### config.mk
export PLATFORM = sky130hd
export DESIGN_NAME = aes_key_schedule
export DESIGN_NICKNAME = d
export VERILOG_FILES = /design/src/rtl/aes_key_schedule_pkg.sv /design/src/rtl/aes_key_schedule_sub_word.sv /design/src/rtl/aes_key_schedule.sv
export SDC_FILE = /design/constraint.sdc
export NUM_CORES = 2
export LEC_CHECK = 0
export ABC_AREA = 1
export CORE_MARGIN = 2
export CORE_UTILIZATION = 30
export DETAILED_ROUTE_END_ITERATION = 16
export PLACE_DENSITY = 0.42
export SLEW_MARGIN = 30
export SYNTH_ARGS = -nofsm -noshare
export SYNTH_HDL_FRONTEND = slang
export SYNTH_HIERARCHICAL = 1
export SYNTH_SLANG_ARGS = --single-unit
### constraint.sdc
create_clock -name clk -period 10.03 [get_ports clk]
set_input_delay 2.006 -clock clk [delete_from_list [all_inputs] [get_ports clk]]
set_output_delay 2.006 -clock clk [all_outputs]
set_load 0.01 [all_outputs]
### src/rtl/aes_key_schedule_pkg.sv
// Shared AES-128 constants: key-expansion sizes, Rcon, S-box and FSM encoding.
// The S-box table is also used by the round datapath's byte substitution.
package aes_key_schedule_pkg;

  localparam int AES_NB = 4;
  localparam int AES_NK = 4;
  localparam int AES_NR = 10;

  typedef logic [127:0] aes_key_t;

  localparam logic [1:0] IDLE   = 2'd0;
  localparam logic [1:0] EXPAND = 2'd1;
  localparam logic [1:0] READY  = 2'd2;

  // Rcon[1..10] stored at index 0..9
  localparam logic [7:0] RCON [AES_NR] = '{
    8'h01, 8'h02, 8'h04, 8'h08, 8'h10, 8'h20, 8'h40, 8'h80, 8'h1b, 8'h36
  };

  localparam logic [7:0] SBOX [256] = '{
    8'h63, 8'h7c, 8'h77, 8'h7b, 8'hf2, 8'h6b, 8'h6f, 8'hc5, 8'h30, 8'h01, 8'h67, 8'h2b, 8'hfe, 8'hd7, 8'hab, 8'h76,
    8'hca, 8'h82, 8'hc9, 8'h7d, 8'hfa, 8'h59, 8'h47, 8'hf0, 8'had, 8'hd4, 8'ha2, 8'haf, 8'h9c, 8'ha4, 8'h72, 8'hc0,
    8'hb7, 8'hfd, 8'h93, 8'h26, 8'h36, 8'h3f, 8'hf7, 8'hcc, 8'h34, 8'ha5, 8'he5, 8'hf1, 8'h71, 8'hd8, 8'h31, 8'h15,
    8'h04, 8'hc7, 8'h23, 8'hc3, 8'h18, 8'h96, 8'h05, 8'h9a, 8'h07, 8'h12, 8'h80, 8'he2, 8'heb, 8'h27, 8'hb2, 8'h75,
    8'h09, 8'h83, 8'h2c, 8'h1a, 8'h1b, 8'h6e, 8'h5a, 8'ha0, 8'h52, 8'h3b, 8'hd6, 8'hb3, 8'h29, 8'he3, 8'h2f, 8'h84,
    8'h53, 8'hd1, 8'h00, 8'hed, 8'h20, 8'hfc, 8'hb1, 8'h5b, 8'h6a, 8'hcb, 8'hbe, 8'h39, 8'h4a, 8'h4c, 8'h58, 8'hcf,
    8'hd0, 8'hef, 8'haa, 8'hfb, 8'h43, 8'h4d, 8'h33, 8'h85, 8'h45, 8'hf9, 8'h02, 8'h7f, 8'h50, 8'h3c, 8'h9f, 8'ha8,
    8'h51, 8'ha3, 8'h40, 8'h8f, 8'h92, 8'h9d, 8'h38, 8'hf5, 8'hbc, 8'hb6, 8'hda, 8'h21, 8'h10, 8'hff, 8'hf3, 8'hd2,
    8'hcd, 8'h0c, 8'h13, 8'hec, 8'h5f, 8'h97, 8'h44, 8'h17, 8'hc4, 8'ha7, 8'h7e, 8'h3d, 8'h64, 8'h5d, 8'h19, 8'h73,
    8'h60, 8'h81, 8'h4f, 8'hdc, 8'h22, 8'h2a, 8'h90, 8'h88, 8'h46, 8'hee, 8'hb8, 8'h14, 8'hde, 8'h5e, 8'h0b, 8'hdb,
    8'he0, 8'h32, 8'h3a, 8'h0a, 8'h49, 8'h06, 8'h24, 8'h5c, 8'hc2, 8'hd3, 8'hac, 8'h62, 8'h91, 8'h95, 8'he4, 8'h79,
    8'he7, 8'hc8, 8'h37, 8'h6d, 8'h8d, 8'hd5, 8'h4e, 8'ha9, 8'h6c, 8'h56, 8'hf4, 8'hea, 8'h65, 8'h7a, 8'hae, 8'h08,
    8'hba, 8'h78, 8'h25, 8'h2e, 8'h1c, 8'ha6, 8'hb4, 8'hc6, 8'he8, 8'hdd, 8'h74, 8'h1f, 8'h4b, 8'hbd, 8'h8b, 8'h8a,
    8'h70, 8'h3e, 8'hb5, 8'h66, 8'h48, 8'h03, 8'hf6, 8'h0e, 8'h61, 8'h35, 8'h57, 8'hb9, 8'h86, 8'hc1, 8'h1d, 8'h9e,
    8'he1, 8'hf8, 8'h98, 8'h11, 8'h69, 8'hd9, 8'h8e, 8'h94, 8'h9b, 8'h1e, 8'h87, 8'he9, 8'hce, 8'h55, 8'h28, 8'hdf,
    8'h8c, 8'ha1, 8'h89, 8'h0d, 8'hbf, 8'he6, 8'h42, 8'h68, 8'h41, 8'h99, 8'h2d, 8'h0f, 8'hb0, 8'h54, 8'hbb, 8'h16
  };

  function automatic logic [7:0] sbox_lookup(input logic [7:0] b);
    return SBOX[b];
  endfunction

endpackage

### src/rtl/aes_key_schedule_sub_word.sv
// SubWord: four independent S-box lookups on a 32-bit word.
module aes_sub_word
  import aes_key_schedule_pkg::*;
(
  input  logic [31:0] i_word,
  output logic [31:0] o_word
);

  // byte-wise substitution, byte 0 in the MSBs
  always_comb begin
    o_word = {sbox_lookup(i_word[31:24]), sbox_lookup(i_word[23:16]),
              sbox_lookup(i_word[15:8]),  sbox_lookup(i_word[7:0])};
  end

endmodule

### src/rtl/aes_key_schedule.sv
// Iterative AES-128 key expansion: one round key per clock into an 11-entry
// store, read combinationally by index.
//
//   state  | meaning
//   IDLE   | reset state, no keys held
//   EXPAND | generating round keys 1..10, one per clock
//   READY  | all 11 round keys held and readable
module aes_key_schedule
  import aes_key_schedule_pkg::*;
#(
  parameter int NUM_ROUNDS = AES_NR
) (
  input  logic         clk,
  input  logic         rst_n,
  input  logic         start,
  input  logic [127:0] key_in,
  output logic         busy,
  output logic         keys_valid,
  input  logic [3:0]   rk_idx,
  output logic [127:0] round_key
);

  localparam logic [3:0] LAST_IDX = 4'(NUM_ROUNDS);

  logic [1:0]  r_state;
  logic [3:0]  r_cnt;
  logic        r_busy;
  logic        r_keys_valid;
  aes_key_t    r_store [NUM_ROUNDS+1];

  logic [3:0]  w_prev_idx;
  aes_key_t    w_prev_key;
  logic [7:0]  w_rcon;
  logic [31:0] w_rot;
  logic [31:0] w_sub;
  logic [31:0] w_temp;
  logic [31:0] w_w0;
  logic [31:0] w_w1;
  logic [31:0] w_w2;
  logic [31:0] w_w3;
  aes_key_t    w_next_key;

  // previous key and Rcon for the round being generated (r_cnt = 1..10 in EXPAND)
  always_comb begin
    w_prev_idx = r_cnt - 4'd1;
    w_prev_key = '0;
    w_rcon     = 8'h00;
    if (w_prev_idx <= LAST_IDX) w_prev_key = r_store[w_prev_idx];
    if (r_cnt >= 4'd1 && r_cnt <= LAST_IDX) w_rcon = RCON[w_prev_idx];
    w_rot = {w_prev_key[23:0], w_prev_key[31:24]};
  end

  aes_sub_word u_sub_word (
    .i_word (w_rot),
    .o_word (w_sub)
  );

  // one AES-128 expansion step: w0..w3 chained through the rotated/substituted w3
  always_comb begin
    w_temp     = w_sub ^ {w_rcon, 24'h0};
    w_w0       = w_prev_key[127:96] ^ w_temp;
    w_w1       = w_prev_key[95:64]  ^ w_w0;
    w_w2       = w_prev_key[63:32]  ^ w_w1;
    w_w3       = w_prev_key[31:0]   ^ w_w2;
    w_next_key = {w_w0, w_w1, w_w2, w_w3};
  end

  // sequencing FSM and key store; start is ignored while expanding
  always_ff @(posedge clk or negedge rst_n) begin
    if (!rst_n) begin
      r_state      <= IDLE;
      r_cnt        <= 4'd0;
      r_busy       <= 1'b0;
      r_keys_valid <= 1'b0;
      for (int i = 0; i < NUM_ROUNDS + 1; i++) r_store[i] <= '0;
    end else begin
      case (r_state)
        IDLE, READY: begin
          if (start) begin
            r_store[0]   <= key_in;
            r_cnt        <= 4'd1;
            r_busy       <= 1'b1;
            r_keys_valid <= 1'b0;
            r_state      <= EXPAND;
          end
        end
        EXPAND: begin
          r_store[r_cnt] <= w_next_key;
          r_cnt          <= r_cnt + 4'd1;
          if (r_cnt == LAST_IDX) begin
            r_busy       <= 1'b0;
            r_keys_valid <= 1'b1;
            r_state      <= READY;
          end
        end
        default: r_state <= IDLE;
      endcase
    end
  end

  // combinational read; out-of-range indices return zero
  always_comb begin
    round_key = '0;
    if (rk_idx <= LAST_IDX) round_key = r_store[rk_idx];
  end

  assign busy       = r_busy;
  assign keys_valid = r_keys_valid;

endmodule

# Word level (Yosys, flattened, before mapping)
# Memory sizes are Yosys's and may differ from the RTL's.
# Index checks and enable logic that the tools add are counted.
# Widths: inputs -> output; s select.
# word_totals
out_inout_bits	130
ff_bits	1416
rom_bits	8320
latch_bits	0
ram_bits	0
n_memories	5
# op_classes
eq_ne	5
shift	0
muxes	35
magnitude_cmp	12
add_sub_neg	2
n_bitwise	12
n_div	0
n_mul	0
reduce_logical	8
# memory_table
memory	depth	word_bits	rd	rd_clocked_by_memory_dff	write_ports	line	source
(no name shown)	256	8	1	0	0	aes_key_schedule_pkg.sv:40	return SBOX[b];
(no name shown)	256	8	1	0	0	aes_key_schedule_pkg.sv:40	
(no name shown)	256	8	1	0	0	aes_key_schedule_pkg.sv:40	
(no name shown)	256	8	1	0	0	aes_key_schedule_pkg.sv:40	
(no name shown)	16	8	1	0	0	aes_key_schedule.sv:49	if (r_cnt >= 4'd1 && r_cnt <= LAST_IDX) w_rcon = RCON[w_prev_idx];
# op_table
operator	count
$bwmux 1408	1
$bmux 128 s4	2
$mux 128	8
$demux 128 s4	1
$pmux 128 s2	1
$xor 32x32->32	5
$mux 8	11
$ge 9x9->1 const B	4
$not 8->9	4
$ge 5x5->1 const B	3
$not 4->5	3
$le 4x4->1 const B	3
$pmux 4 s2	1
$lt 5x1->1 const B	1
$add 4x1->4 const B	1
$eq 4x4->1 const B	1
$ge 4x1->1 const B	1
$mux 1	4
$mux 2	2
$mux 4	1
$ne 2x2->1 const B	2
$pmux 1 s2	2
$pmux 2 s2	1
$reduce_and 2->1	2
8 further kinds	9

# Depth between registers and ports, before layout
# logic_depth
ltp_word	17
ltp_mapped	48

# Cells and area by module
# The synthesis kept the hierarchy.
# modules_own_cells
module	instances	area_per_inst_um2	cells_per_inst
aes_key_schedule	1	80711.2	11135
aes_sub_word	1	11772.5	2483

# Worst setup path before layout
# No wires, ideal clock.
# synth_timing
path_kind	register to register
startpoint	reg r_cnt[0]
endpoint	reg r_store[1178] (netlist name)
stages_incl_launch_ff	47
setup_slack_ns	3.959
t_arrival_ns	5.953
required_ns	9.912
setup_ns	0.118
path_cell_list	dfrtp_1 -> buf_6 -> inv_4 -> buf_2 -> buf_4 -> buf_2 -> buf_4 -> buf_2 -> ha_1 -> buf_2 -> buf_4 -> buf_2 -> buf_2 -> buf_2 -> buf_2 -> nand3_1 -> nand3_1 -> o311ai_0 -> [11 not listed] -> nand2_1 -> nand2_1 -> nand2_1 -> nand3_1 -> nand3_1 -> nand2_1 -> inv_1 -> nand3_1 -> nand2_1 -> nand2_1 -> nand2_1 -> nand2_1 -> nand3b_1 -> nand2_2 -> nand2_1 -> buf_4 -> nand3_1 -> nand2_1
# synth_between
elab_chain_cells	16
elab_cells_between_ends	30
# synth_rtl
element	line	source
from (decl)	aes_key_schedule.sv:26	logic [3:0] r_cnt;
from (signal assigned)	aes_key_schedule.sv:89	r_cnt <= r_cnt + 4'd1;
$sub 4x1->4 *	aes_key_schedule.sv:45	w_prev_idx = r_cnt - 4'd1;
$not 4->5 (not written as such)	aes_key_schedule.sv:48	if (w_prev_idx <= LAST_IDX) w_prev_key = r_store[w_prev_idx];
$bmux 128 s4	aes_key_schedule.sv:48	
$mux 128 (not written as such) (2 in series)	aes_key_schedule.sv:48	
$mux 128 *	aes_key_schedule.sv:48	
via w_prev_key[17]	aes_key_schedule.sv:32	aes_key_t w_prev_key;
$not 8->9 (not written as such) *	aes_key_schedule_pkg.sv:40	
$mem_v2 256x8 *	-	
$mux 8 (not written as such) * (2 in series)	aes_key_schedule_pkg.sv:40	
via w_sub[26]	aes_key_schedule.sv:35	logic [31:0] w_sub;
$xor 32x32->32 *	aes_key_schedule.sv:60	w_temp = w_sub ^ {w_rcon, 24'h0};
$xor 32x32->32 *	aes_key_schedule.sv:61	w_w0 = w_prev_key[127:96] ^ w_temp;
$xor 32x32->32 *	aes_key_schedule.sv:62	w_w1 = w_prev_key[95:64] ^ w_w0;
$xor 32x32->32 *	aes_key_schedule.sv:63	w_w2 = w_prev_key[63:32] ^ w_w1;
$xor 32x32->32 *	aes_key_schedule.sv:64	w_w3 = w_prev_key[31:0] ^ w_w2;
$bwmux 1408 *	aes_key_schedule.sv:88	r_store[r_cnt] <= w_next_key;
to (signal, indexed assignment)	aes_key_schedule.sv:88	
to (decl)	aes_key_schedule.sv:29	aes_key_t r_store [NUM_ROUNDS+1];
# Mark *: on every way through the listed nets, which the timed path passes. The rest lies on a longest branch. The select of a mux whose other input is x is not followed.
# A chain may end at the register's enable or synchronous reset.

# Final worst setup path
# layout_timing
startpoint	reg r_cnt[0]
endpoint	reg r_store[1298] (netlist name)
# layout_between
elab_chain_cells	17
elab_cells_between_ends	24
# layout_rtl
element	line	source
$sub 4x1->4 *	aes_key_schedule.sv:45	
$not 4->5 (not written as such)	aes_key_schedule.sv:48	
$bmux 128 s4	aes_key_schedule.sv:48	
$mux 128 (not written as such) (2 in series)	aes_key_schedule.sv:48	
$mux 128 *	aes_key_schedule.sv:48	
via w_prev_key[8]	aes_key_schedule.sv:32	
$not 8->9 (not written as such) *	aes_key_schedule_pkg.sv:40	
$mem_v2 256x8 *	-	
$mux 8 (not written as such) * (2 in series)	aes_key_schedule_pkg.sv:40	
via w_sub[18]	aes_key_schedule.sv:35	
$xor 32x32->32 *	aes_key_schedule.sv:60	
$xor 32x32->32 *	aes_key_schedule.sv:61	
$xor 32x32->32 *	aes_key_schedule.sv:62	
$xor 32x32->32 *	aes_key_schedule.sv:63	
$xor 32x32->32 *	aes_key_schedule.sv:64	
$bwmux 1408 *	aes_key_schedule.sv:88	
$pmux 128 s2 *	aes_key_schedule.sv:77	case (r_state)
# Marked as above.

==> impl_metrics.yaml <==
timing:
  finalSetupViolCount: 0
  hold_viol_final: 0
  fin_crit_sh_pct: 86.6
  tightest_slew_ns: 1.03
  fin_worst_skew_ns: 0.0788
  setup-tns-final_ns: 0
  timing.final.crit_period_ns: 8.69
  drv_slew: 0
  max_freq_mhz: 115
  max_slew_margin_pct: 31.3
  rsz0062_at_grt: "no"
clock_tree:
  cts_resized: 0
  ctsHoldBuffers: 0
  clock_sinks: 1416
  cts_tree: "done"
  cts.htree.levels: 4
  cts_root_buf: "clkbuf_16"
  clk_path_buf_depth: 4
  clk_pin_slew_ns: 0.07
  numCtsBuffers: 186
  cts_setup_buffers: 0
  clock_latency_ns: 0.92
die:
  die_h_um: 559
  core_area_sq_um: 306000
  io-pin-count: 265
  die_x_um: 559
  die-area_sq_um: 313000
  start_util_pct: 30.2
  row_count: 203
cells_and_area:
  fin_nets: 13300
  ff_latch_area_sq_um: 35400
  fin_util_pct: 33.8
  drive_gt1_share_pct: 5.92
  area_growth_pct: 12.1
  nFillCells: 33400
  multi_input_area_sq_um: 48800
global_route:
  grt_pass1_wl_mm: 750
  grt_use_total_pct: 32.7
  antenna_found_initial: 26
  grt_max_degree: 156
  grt_pass1_vias: 96200
  grt_overflow: 0
synth:
  yosysWarnings: 6
  yosys.area.top_type: "dfrtp_1"
  ys_ff_latch: 1416
  synthFlopType: "dfrtp_1"
  synth_cell_type_count: 47
  synth_common_cells: "nand2_1 (4065), nand3_1 (1958), o21ai_0 (1886)"
  synth_edf_count: 0
  avgSynthCellArea_sq_um: 6.79
  yosys-top-cells-area: "dfrtp_1 (38%), nand2_1 (16%), nand3_1 (11%)"
  synth-seq-area-share_pct: 38.3
  syn_nets: 13800
  syn_area_sq_um: 92500
  syn_inst: 13600
  post-synth-top-count-cell: "nand2_1"
  synth_top_area_share_pct: 38.3
  async_reset_ff_share_pct: 100
worst_setup_path:
  crit_required_ns: 10.79
  cp_slowest_stage_delay_ns: 0.82
  critPathSlowestCell: "dfrtp_4"
  critPathMaxFanout: 106
  cp-end-kind: "flop"
  crit_arrival_ns: 9.45
  crit_type: "reg -> reg"
  startpoint_type: "flop"
  r2r_slack_ns: 1.34
  critPathMostFrequentCell: "nand2_1"
job:
  max_cap_viol_count: 0
drt:
  drt_iter0_markers: 14100
  vias: 102000
  route.detailed.drc: 0
  totalWireLength_mm: 532
  vias_per_cell: 5.88
  ant_nets: 0
  dr.pass1.iters: 6
  wl_per_cell_um: 30.6
placed_design:
  portBuffers: 264
  place_hpwl_mm: 326
  place_congestion: 0.993
hold_path:
  hp-class: "reg -> reg"
run_status:
  status: "completed"
-- cell usage in the layout (no fill, tap or decap), types with 63 or more instances in the layout --
cell type	n
nand2_1	4063
nand3_1	1958
clkbuf_16	188
o21ai_0	1886
nand2_2	66
inv_1	646
buf_4	259
a31oi_1	157
nand4_1	63
o2111ai_1	71
a21oi_1	681
a32o_1	128
dfrtp_1	1415
nor2_1	635
o22ai_1	89
clkdlybuf4s50_1	260
a221oi_1	138
-- cells by family (layout without fill, tap and decap cells) --
| kind of cell | Yosys count | count (layout) | share of synthesized area [%] |
|---|---|---|---|
| compound gates | 3347 | 3347 | 20.4 |
| buf+inv | 1926 | 1598 | 9.16 |
| flops | 1416 | 1416 | 38.3 |
| other cells | 0 | 8 | 0 |
| fa+ha+maj | 62 | 62 | 0.839 |
| simple gates | 6866 | 6866 | 31.3 |
| mux | 1 | 1 | 0.0108 |
-- through the flow --
stage / hold slack, ns / instance area [sq um] / setup slack (ns) / instances
after floorplan: 0.449 / 92500 / 3.96 / 13600
after global placement: 0.462 / 97300 / 1.66 / 17100
after detailed placement: 0.466 / 97400 / 1.57 / 17100
after CTS: 0.481 / 104000 / 1.56 / 17400
after global routing: 0.494 / 104000 / 1.04 / 17400
final: 0.469 / 104000 / 1.34 / 17400
-- critical path, delay by kind of cell, from the launching register on --
kind / cells / cell delay, ns
AO/OA/AOI/OAI: 1 / 0.13
AND/OR/NAND/NOR: 20 / 4.74
adder cells (fa/ha/maj): 2 / 1.11
buffers and inverters: 7 / 1.63
flip-flops: 1 / 0.82
-- metal layers --
metal  global-route usage, %  routed length, um
met5                       0                 68
met4                    15.9              29000
met3                    5.23              44700
met2                    50.3             233000
met1                    44.6             225000
-- final cells by class --
type	count	area share (%)
clock buffers	278	5.32
multi-input cells	10300	47.0
flip-flops and latches	1416	34.2
repair buffers	560	5.16
inverters	707	2.73
diodes	8	0.0193
well taps	4100	4.95
clock inverters	53	0.584
-- state kept, by name (all words and copies together) (netlist names) --
register / cells
r_state: 2
r_cnt: 4
busy: 1
keys_valid: 1
r_store: 1408
-- path summary, 6_finish.rpt --
path / from / cells after the start / endpoint
max: r_cnt[0] / 30 / r_store[1298]
max in group asynchronous: rst_n / 4 / r_store[1212]
min reg2reg: r_state[0] / 3 / r_state[1]
min in group asynchronous: rst_n / 1 / r_store[1129]
max reg2reg: r_cnt[0] / 30 / r_store[1298]
min: r_state[0] / 3 / r_state[1]
Power is left out: the tool's default activity adds up to more than one toggle a clock period on the data nets, which glitch-free logic cannot reach.
